<file path="src/rtl/shift_sequencer_pkg.sv">
// Shared types for the MiniRISC multi-cycle shifter: shift op codes and sequencer state codes.
package shift_sequencer_pkg;

    typedef enum logic [1:0] {
        SH_SLL = 2'b00,
        SH_SRL = 2'b01,
        SH_SRA = 2'b10,
        SH_NOP = 2'b11
    } shift_op_e;

    typedef enum logic [1:0] {
        S_IDLE  = 2'd0,
        S_SHIFT = 2'd1,
        S_DONE  = 2'd2
    } state_e;

endpackage

</file>
<file path="src/rtl/shift_sequencer_step.sv">
// Single combinational shift step: moves din by BIG_STEP bits or by 1 bit, according to op.
module shift_step
    import shift_sequencer_pkg::*;
#(
    parameter int DATA_W   = 32,
    parameter int BIG_STEP = 4
) (
    input  logic [DATA_W-1:0] din,
    input  shift_op_e         op,
    input  logic              big,
    output logic [DATA_W-1:0] dout
);

    logic              fill;
    logic [DATA_W-1:0] left_big;
    logic [DATA_W-1:0] left_one;
    logic [DATA_W-1:0] right_big;
    logic [DATA_W-1:0] right_one;

    // SRA replicates the current MSB on every step, so the sign survives repeated steps
    assign fill = (op == SH_SRA) ? din[DATA_W-1] : 1'b0;

    genvar gi;
    generate
        for (gi = 0; gi < DATA_W; gi++) begin : g_bit
            if (gi >= BIG_STEP) begin : g_lb
                assign left_big[gi] = din[gi-BIG_STEP];
            end else begin : g_lb0
                assign left_big[gi] = 1'b0;
            end
            if (gi >= 1) begin : g_l1
                assign left_one[gi] = din[gi-1];
            end else begin : g_l10
                assign left_one[gi] = 1'b0;
            end
            if (gi + BIG_STEP < DATA_W) begin : g_rb
                assign right_big[gi] = din[gi+BIG_STEP];
            end else begin : g_rbf
                assign right_big[gi] = fill;
            end
            if (gi + 1 < DATA_W) begin : g_r1
                assign right_one[gi] = din[gi+1];
            end else begin : g_r1f
                assign right_one[gi] = fill;
            end
        end
    endgenerate

    always_comb begin
        dout = din;
        case (op)
            SH_SLL:          dout = big ? left_big : left_one;
            SH_SRL, SH_SRA:  dout = big ? right_big : right_one;
            default:         dout = din;
        endcase
    end

endmodule

</file>
<file path="src/rtl/shift_sequencer.sv">
// Multi-cycle SLL/SRL/SRA unit: iterates shift_step with coarse steps first, then 1-bit steps.
module shift_sequencer
    import shift_sequencer_pkg::*;
#(
    parameter int DATA_W   = 32,
    parameter int SHAMT_W  = 5,
    parameter int BIG_STEP = 4
) (
    input  logic               clk,
    input  logic               rst,
    input  logic               start_i,
    input  logic [1:0]         op_i,
    input  logic [DATA_W-1:0]  operand_i,
    input  logic [SHAMT_W-1:0] shamt_i,
    input  logic               flush_i,
    output logic               ready_o,
    output logic               busy_o,
    output logic               done_o,
    output logic [DATA_W-1:0]  result_o
);

    localparam logic [SHAMT_W-1:0] BIG_CNT = SHAMT_W'(BIG_STEP);

    state_e             state_reg, state_next;
    shift_op_e          op_reg;
    logic [DATA_W-1:0]  acc_reg;
    logic [SHAMT_W-1:0] cnt_reg;
    logic [SHAMT_W-1:0] cnt_step;
    logic [DATA_W-1:0]  acc_step;
    logic               big_step;
    logic               accept;

    assign accept   = start_i & (state_reg == S_IDLE) & ~flush_i;
    assign big_step = (cnt_reg >= BIG_CNT);
    assign cnt_step = big_step ? (cnt_reg - BIG_CNT) : (cnt_reg - SHAMT_W'(1));

    shift_step #(
        .DATA_W   (DATA_W),
        .BIG_STEP (BIG_STEP)
    ) u_step (
        .din  (acc_reg),
        .op   (op_reg),
        .big  (big_step),
        .dout (acc_step)
    );

    always_ff @(posedge clk or posedge rst) begin
        if (rst) begin
            state_reg <= S_IDLE;
        end else begin
            state_reg <= state_next;
        end
    end

    always_comb begin
        state_next = state_reg;
        if (flush_i) begin
            state_next = S_IDLE;
        end else begin
            case (state_reg)
                S_IDLE: begin
                    if (accept) begin
                        state_next = ((shamt_i == '0) || (shift_op_e'(op_i) == SH_NOP))
                                     ? S_DONE : S_SHIFT;
                    end
                end
                S_SHIFT: if (cnt_step == '0) state_next = S_DONE;
                S_DONE:  state_next = S_IDLE;
                default: state_next = S_IDLE;
            endcase
        end
    end

    always_comb begin
        ready_o  = (state_reg == S_IDLE);
        busy_o   = (state_reg == S_SHIFT) || (state_reg == S_DONE);
        done_o   = (state_reg == S_DONE);
        result_o = acc_reg;
    end

    // A flush freezes acc and cnt where they are; only the state returns to idle
    always_ff @(posedge clk or posedge rst) begin
        if (rst) begin
            acc_reg <= '0;
            cnt_reg <= '0;
            op_reg  <= SH_NOP;
        end else if (accept) begin
            acc_reg <= operand_i;
            cnt_reg <= shamt_i;
            op_reg  <= shift_op_e'(op_i);
        end else if ((state_reg == S_SHIFT) && !flush_i) begin
            acc_reg <= acc_step;
            cnt_reg <= cnt_step;
        end
    end

endmodule
</file>
<file path="config.mk">
export PLATFORM = sky130hd
export DESIGN_NAME = shift_sequencer
export DESIGN_NICKNAME = d
export VERILOG_FILES = /design/src/rtl/shift_sequencer_pkg.sv /design/src/rtl/shift_sequencer_step.sv /design/src/rtl/shift_sequencer.sv
export SDC_FILE = /design/constraint.sdc
export NUM_CORES = 1
export LEC_CHECK = 0
export CORE_ASPECT_RATIO = 0.7
export CORE_MARGIN = 4
export CORE_UTILIZATION = 45
export CTS_BUF_LIST = sky130_fd_sc_hd__clkbuf_4
export DETAILED_ROUTE_END_ITERATION = 8
export GPL_ROUTABILITY_DRIVEN = 0
export PLACE_DENSITY_LB_ADDON = 0.1
export SLEW_MARGIN = 20
export SYNTH_ARGS = -nofsm -noshare
export SYNTH_HDL_FRONTEND = slang
export SYNTH_SLANG_ARGS = --single-unit
</file>
<file path="constraint.sdc">
create_clock -name clk -period 2.1 [get_ports clk]
set_input_delay 0.315 -clock clk [delete_from_list [all_inputs] [get_ports clk]]
set_output_delay 0.315 -clock clk [all_outputs]
set_load 0.005 [all_outputs]
</file>
== Word-level counts from Yosys, hierarchy flattened ==
Index checks and enable logic that the tools add are counted.

* Input bits: 43
* Flip-flop bits (word level): 41
* Word-level logic and storage cells: 44

* Bitwise logic cells: 3
* Add/subtract/negate cells: 2
* $lt $le $gt $ge: 1
* Equality and inequality tests: 7
* Mux-type cells: 14
* Reductions and logical operators: 13

{| class="wikitable"
|+ Operator list
! operator !! number
|-
| 32-bit two-way mux || 3
|-
| 32-bit one-hot mux with 2 select lines || 1
|-
| 31-bit two-way mux || 1
|-
| 5-bit two-way mux || 3
|-
| 5-bit logical NOT || 2
|-
| 2-bit two-way mux || 4
|-
| 2-bit == test, second input constant || 3
|-
| 5-bit by 3-bit >= comparator with 1-bit output, second input constant || 1
|-
| 5-bit by 1-bit subtractor with 5-bit output, second input constant || 1
|-
| 5-bit by 3-bit subtractor with 5-bit output, second input constant || 1
|-
| 2-bit by 1-bit == test with 1-bit output, second input constant || 2
|-
| 2-bit logical NOT || 2
|-
| 2-bit one-hot mux with 2 select lines || 1
|-
| 2-bit AND reduction || 2
|-
| 3-bit by 2-bit != test with 1-bit output, second input constant || 1
|-
| 3-bit != test, second input constant || 1
|-
| 3-bit nonzero test || 1
|-
| 1-bit AND || 2
|-
| 1-bit logical OR || 2
|-
| 2-bit nonzero test || 1
|-
| 2-bit OR reduction || 1
|-
| 1-bit logical AND || 1
|-
| 1-bit logical NOT || 1
|-
| 1-bit two-way mux || 1
|-
| 1-bit inverter || 1
|}

== Longest topological paths before layout ==
* Depth after elaboration: 6
* Gate-level depth with buffers: 9
* Depth with buffers taken out: 6

== By module ==
A second synthesis with hierarchy kept.

* Cells, all modules: 377
* Area, all modules: 3382.0 µm²

{| class="wikitable"
|+ By module, submodules not included
! module !! times used !! cells each !! area an instance (µm²)
|-
| shift_sequencer || 1 || 212 || 2137.0
|-
| shift_step || 1 || 165 || 1244.9
|}

== Worst setup path before layout ==
OpenSTA, ideal clock, no wires.

* Path kind: register to register
* Start: register cnt_reg[0]
* End: register acc_reg[13] (netlist: result_o[13])
* Required time: 1.974 ns
* Setup time: 0.126 ns
* Slack: 0.105 ns
* Stages on the path, launching flop included: 9
* Data arrival time: 1.869 ns
* Cells stage by stage: dfrtp_1 inv_1 ha_1 a2111o_1 buf_2 buf_6 nand2_1 a21oi_1 o32a_1

* Word-level cells in the longest chain between the ends: 5
* Elaborated cells on any way between the ends: 6
* Classes of those cells: order compare (1); mux (5)

{| class="wikitable"
|+ Ends and longest elaborated chain
! what !! line !! source
|-
| start: declaration || shift_sequencer.sv:27 || <nowiki>logic [SHAMT_W-1:0] cnt_reg;</nowiki>
|-
| start signal: assignment || shift_sequencer.sv:89 || <nowiki>cnt_reg <= shamt_i;</nowiki>
|-
| start signal: assignment || shift_sequencer.sv:93 || <nowiki>cnt_reg <= cnt_step;</nowiki>
|-
| 5-bit by 3-bit >= comparator with 1-bit output (*) || shift_sequencer.sv:34 || <nowiki>assign big_step = (cnt_reg >= BIG_CNT);</nowiki>
|-
| 31-bit two-way mux / 32-bit two-way mux (equally long branches) || shift_sequencer_step.sv:53, shift_sequencer_step.sv:52 ||
|-
| 32-bit one-hot mux with 2 select lines (*) || shift_sequencer_step.sv:51 || <nowiki>case (op)</nowiki>
|-
| 32-bit two-way mux (*) || shift_sequencer.sv:91 || <nowiki>end else if ((state_reg == S_SHIFT) && !flush_i) begin</nowiki>
|-
| 32-bit two-way mux (*) || shift_sequencer.sv:87 || <nowiki>end else if (accept) begin</nowiki>
|-
| end signal: assignment || shift_sequencer.sv:88 || <nowiki>acc_reg <= operand_i;</nowiki>
|-
| end signal: assignment || shift_sequencer.sv:92 || <nowiki>acc_reg <= acc_step;</nowiki>
|-
| end: declaration || shift_sequencer.sv:26 || <nowiki>logic [DATA_W-1:0] acc_reg;</nowiki>
|}

Mark *: on every way between the ends. The rest lies on a longest branch, timed or not. The select of a mux whose other input is x is not followed.
A chain may end at the register's enable or synchronous reset.

== Worst setup path after layout ==
* Start: register cnt_reg[3]
* End: register acc_reg[22] (netlist: result_o[22])

The elaborated chain is that of the path after synthesis.

==> impl_metrics.csv <==
group,metric,value,unit
outcome,run_status,"completed",
final_layout,design_area,0.00390,sq mm
power_and_ir_drop,power_frac_comb,60.9,%
drt,wire_length_per_cell_after_detailed_routing,16.6,um
clock_network,cts_sinks,41,
final_layout,antenna_fix_cells,0,
place,numPlacedInstances,522,
drt,dr.first_iter.drc_count,232,
global_route,pin_count_of_the_biggest_net_entering_global_routing,42,
global_route,overflow,0,
power_and_ir_drop,power.clock.fraction,9.6,%
timing,timing.final.crit_period,2.01,ns
final_layout,final-instance-count-excl-fill,529,
synth,yosys_warnings,0,
synth,netlist_area,0.00287,sq mm
setup_path,critical_path.endpoint_type,"flip-flop",
synth,mappedNetlistNets,423,
power_and_ir_drop,p_leak,1.59,nW
global_route,grtUsageTotal,22.8,%
timing,layout_worst_path_cycle_share,95.8,%
min_path,hold_path.class,"in2async",
clock_network,worst_skew_late_latency,0.36,ns
power_and_ir_drop,switching_share,43.5,%
clock_network,post_cts.repair.setup_buffers,0,
setup_path,cp.buffers_inverters,2,
power_and_ir_drop,peakVddDrop,638,uV
floorplanning,dieArea,0.00773,sq mm
global_route,gr-usage-met3,4.17,%
clock_network,tritoncts,"yes",
global_route,grtUsageMet2,32.3,%
power_and_ir_drop,power-per-cell-area,1400,mW/mm^2
clock_network,clk_transition_reported_paths,0.14,ns
timing,setup-violations-final,0,
place,dpl_worst_slack,0.0335,ns
global_route,wire_length_of_the_first_global_routing_pass,13800,um
power_and_ir_drop,power_report.internal_total,0.00308,W
global_route,grt_antenna_before_repair,0,
timing,finalMaxSlewViolations,0,
place,detailedPlacementHpwl,6670,um
synth,synth_async_sr_flop_share,100,%
run,cap_violations,0,
power_and_ir_drop,share_seq_of_total_power,29.5,%
timing,finClkSkew,0.0116,ns
final_layout,final_net_count,503,
final_layout,largest_register_ff_count,32,
floorplanning,initial_utilization,46.1,%
drt,final_antenna_net_count,0,
timing,setup_ws,0.0892,ns
clock_network,number_of_clock_buffers_inserted_by_tritoncts,5,
synth,synth_top_cell_by_area,"dfrtp_1",
floorplanning,area_of_the_placeable_core,0.00622,sq mm
clock_network,cts-htree-levels,2,
setup_path,crit_path_cell_trace,"inv_1 -> ha_1 -> a2111o_1 -> buf_6 -> nand2_1 -> a21oi_1 -> o32a_1",
power_and_ir_drop,power.net_switching,0.00238,W
floorplanning,num_io_pins,78,
synth,synthDistinctLibCells,52,
floorplanning,chipWidth,103,um
global_route,first_global_vias,2768,
synth,syn_inst,371,
drt,route.vias.total,3130,
timing,total_count_of_hold_check_failures_in_the_final_report,0,
setup_path,critical-path-slowest-cell,"a2111o_1",
synth,postSynthRegisterBits,41,
drt,detail_route.drc_violations,0,
setup_path,critical-path-top-delay-family,"compound AO/OA/AOI/OAI gates",
clock_network,ctsRootBufferMaster,"clkbuf_4",
clock_network,postCtsHoldBufs,0,
timing,relSlewSlack,63.4,%
floorplanning,die-height,74.8,um
global_route,busiest_layer,"met1",
clock_network,cts_resized,0,
setup_path,crit_type,"reg2reg",
synth,synth-seq-area-share,35.9,%
setup_path,category_of_the_worst_setup_path_launch_point,"flip-flop",
global_route,groute.layer.met1.usage,36.5,%
timing,final.setup.tns,0,ns
timing,worst_hold_slack,0.382,ns
place,placedInstanceArea,0.00381,sq mm
clock_network,cts-root-to-sink-buffers,2,
setup_path,required,2.36,ns
timing,grt_setup_unrepaired,"no",
drt,detailedRoute.firstPassIterationCount,4,
synth,synth_top_area_share,34.0,%
final_layout,layout-area-overhead-vs-synth,36.0,%
place,portBuffers,77,
synth,syn-mean-instance-area,7.73,sq um
setup_path,crit_fanout,20,
timing,max_clk_rate,497,MHz
drt,route.final.wire_length,8800,um
synth,synth.most_common_cell,"nand2_1",
synth,ys_dominant_reg_cell,"dfrtp_1",
setup_path,critical_path_arrival,2.27,ns
timing,tightest_slew,0.548,ns
floorplanning,placementRows,24,
drt,route.detailed.vias_per_inst,5.92,
synth,number_of_enable_type_register_cells_in_the_synthesized_netlist,0,
final_layout,layout-drive-gt1-share,9.09,%
setup_path,worst_stage_delay_on_the_critical_path,0.50,ns
synth,ys_top_cells_by_count,"123 x nand2_1, 53 x a21oi_1, 39 x dfrtp_1",
synth,synthTopCellsByArea,"dfrtp_1 34%, nand2_1 16%, a21oi_1 9.3%",
## worst paths after layout
| check | startpoint | end | slack [ns] | cells past startpoint |
|---|---|---|---|---|
| min reg2reg | op_reg[1] | op_reg[1] | 0.55 | 2 |
| max | cnt_reg[3] | result_o[22] | 0.09 | 7 |
| min in group clk | op_i[0] | op_reg[0] | 0.51 | 3 |
| min | rst | state_reg[1] | 0.38 | 3 |
| max in group asynchronous | rst | op_reg[0] | 1.32 | 3 |
| max reg2reg | cnt_reg[3] | result_o[22] | 0.09 | 7 |
## power groups by stage
stage / clock network (W) / registers, W / logic (W)
floorplan: 0 / 0.00156 / 0.00186
global placement: 0 / 0.00161 / 0.00323
detailed placement: 0 / 0.00161 / 0.00328
CTS: 0.000532 / 0.00159 / 0.00330
global route: 0.000562 / 0.00166 / 0.00366
finish: 0.000523 / 0.00161 / 0.00332
## stage by stage
stage	power (W)	util, %
after detailed placement	0.00489	61.3
after global placement	0.00484	61.3
after CTS	0.00542	62.4
final	0.00546	62.7
after global routing	0.00588	62.7
after floorplan	0.00342	-
## cells by family (layout without fill, tap and decap cells)
family / count (synthesis) / after routing / share of synthesized area [%]
compound gates: 123 / 123 / 29.9
fa+ha+maj: 9 / 9 / 3.93
buf+inv: 38 / 118 / 6.20
simple gates: 156 / 156 / 22.8
flops: 41 / 41 / 35.9
mux: 2 / 2 / 0.742
xor+xnor: 2 / 2 / 0.611
## layer usage
metal  share of wire (%)  up-vias  routed length, um
li1                    -     1485                  -
met1                  48     1481               4230
met2                  42      160               3670
met3                 9.8        4                860
met4                0.44        0                 39
met5                   0        -                  0
## placed cells by master (no fill, tap or decap), types with 4 or more instances in the layout
master,count
nand2b_1,4
ha_1,8
clkdlybuf4s50_1,77
a21oi_1,53
inv_1,11
nand2_1,123
o32a_1,23
buf_4,16
dfrtp_1,39
a211oi_1,4
nor2_1,10
o21ai_0,10
clkbuf_4,5
a31oi_1,6
buf_6,4
## layout make-up
class | count | area, sq um
clock buffers | 5 | 37.5
clock inverters | 2 | 35.0
fillers | 567 | 2320
inverters | 11 | 41.3
multi-input cells | 292 | 1660
flip-flops and latches | 41 | 1030
well taps | 78 | 97.6
repair buffers | 100 | 996
## tightest hold or removal path, stage by stage
cell	delay, ns
clkdlybuf4s50_1	0.40
inv_1	0.05
buf_4	0.44
(Power assumes the default switching activity.)
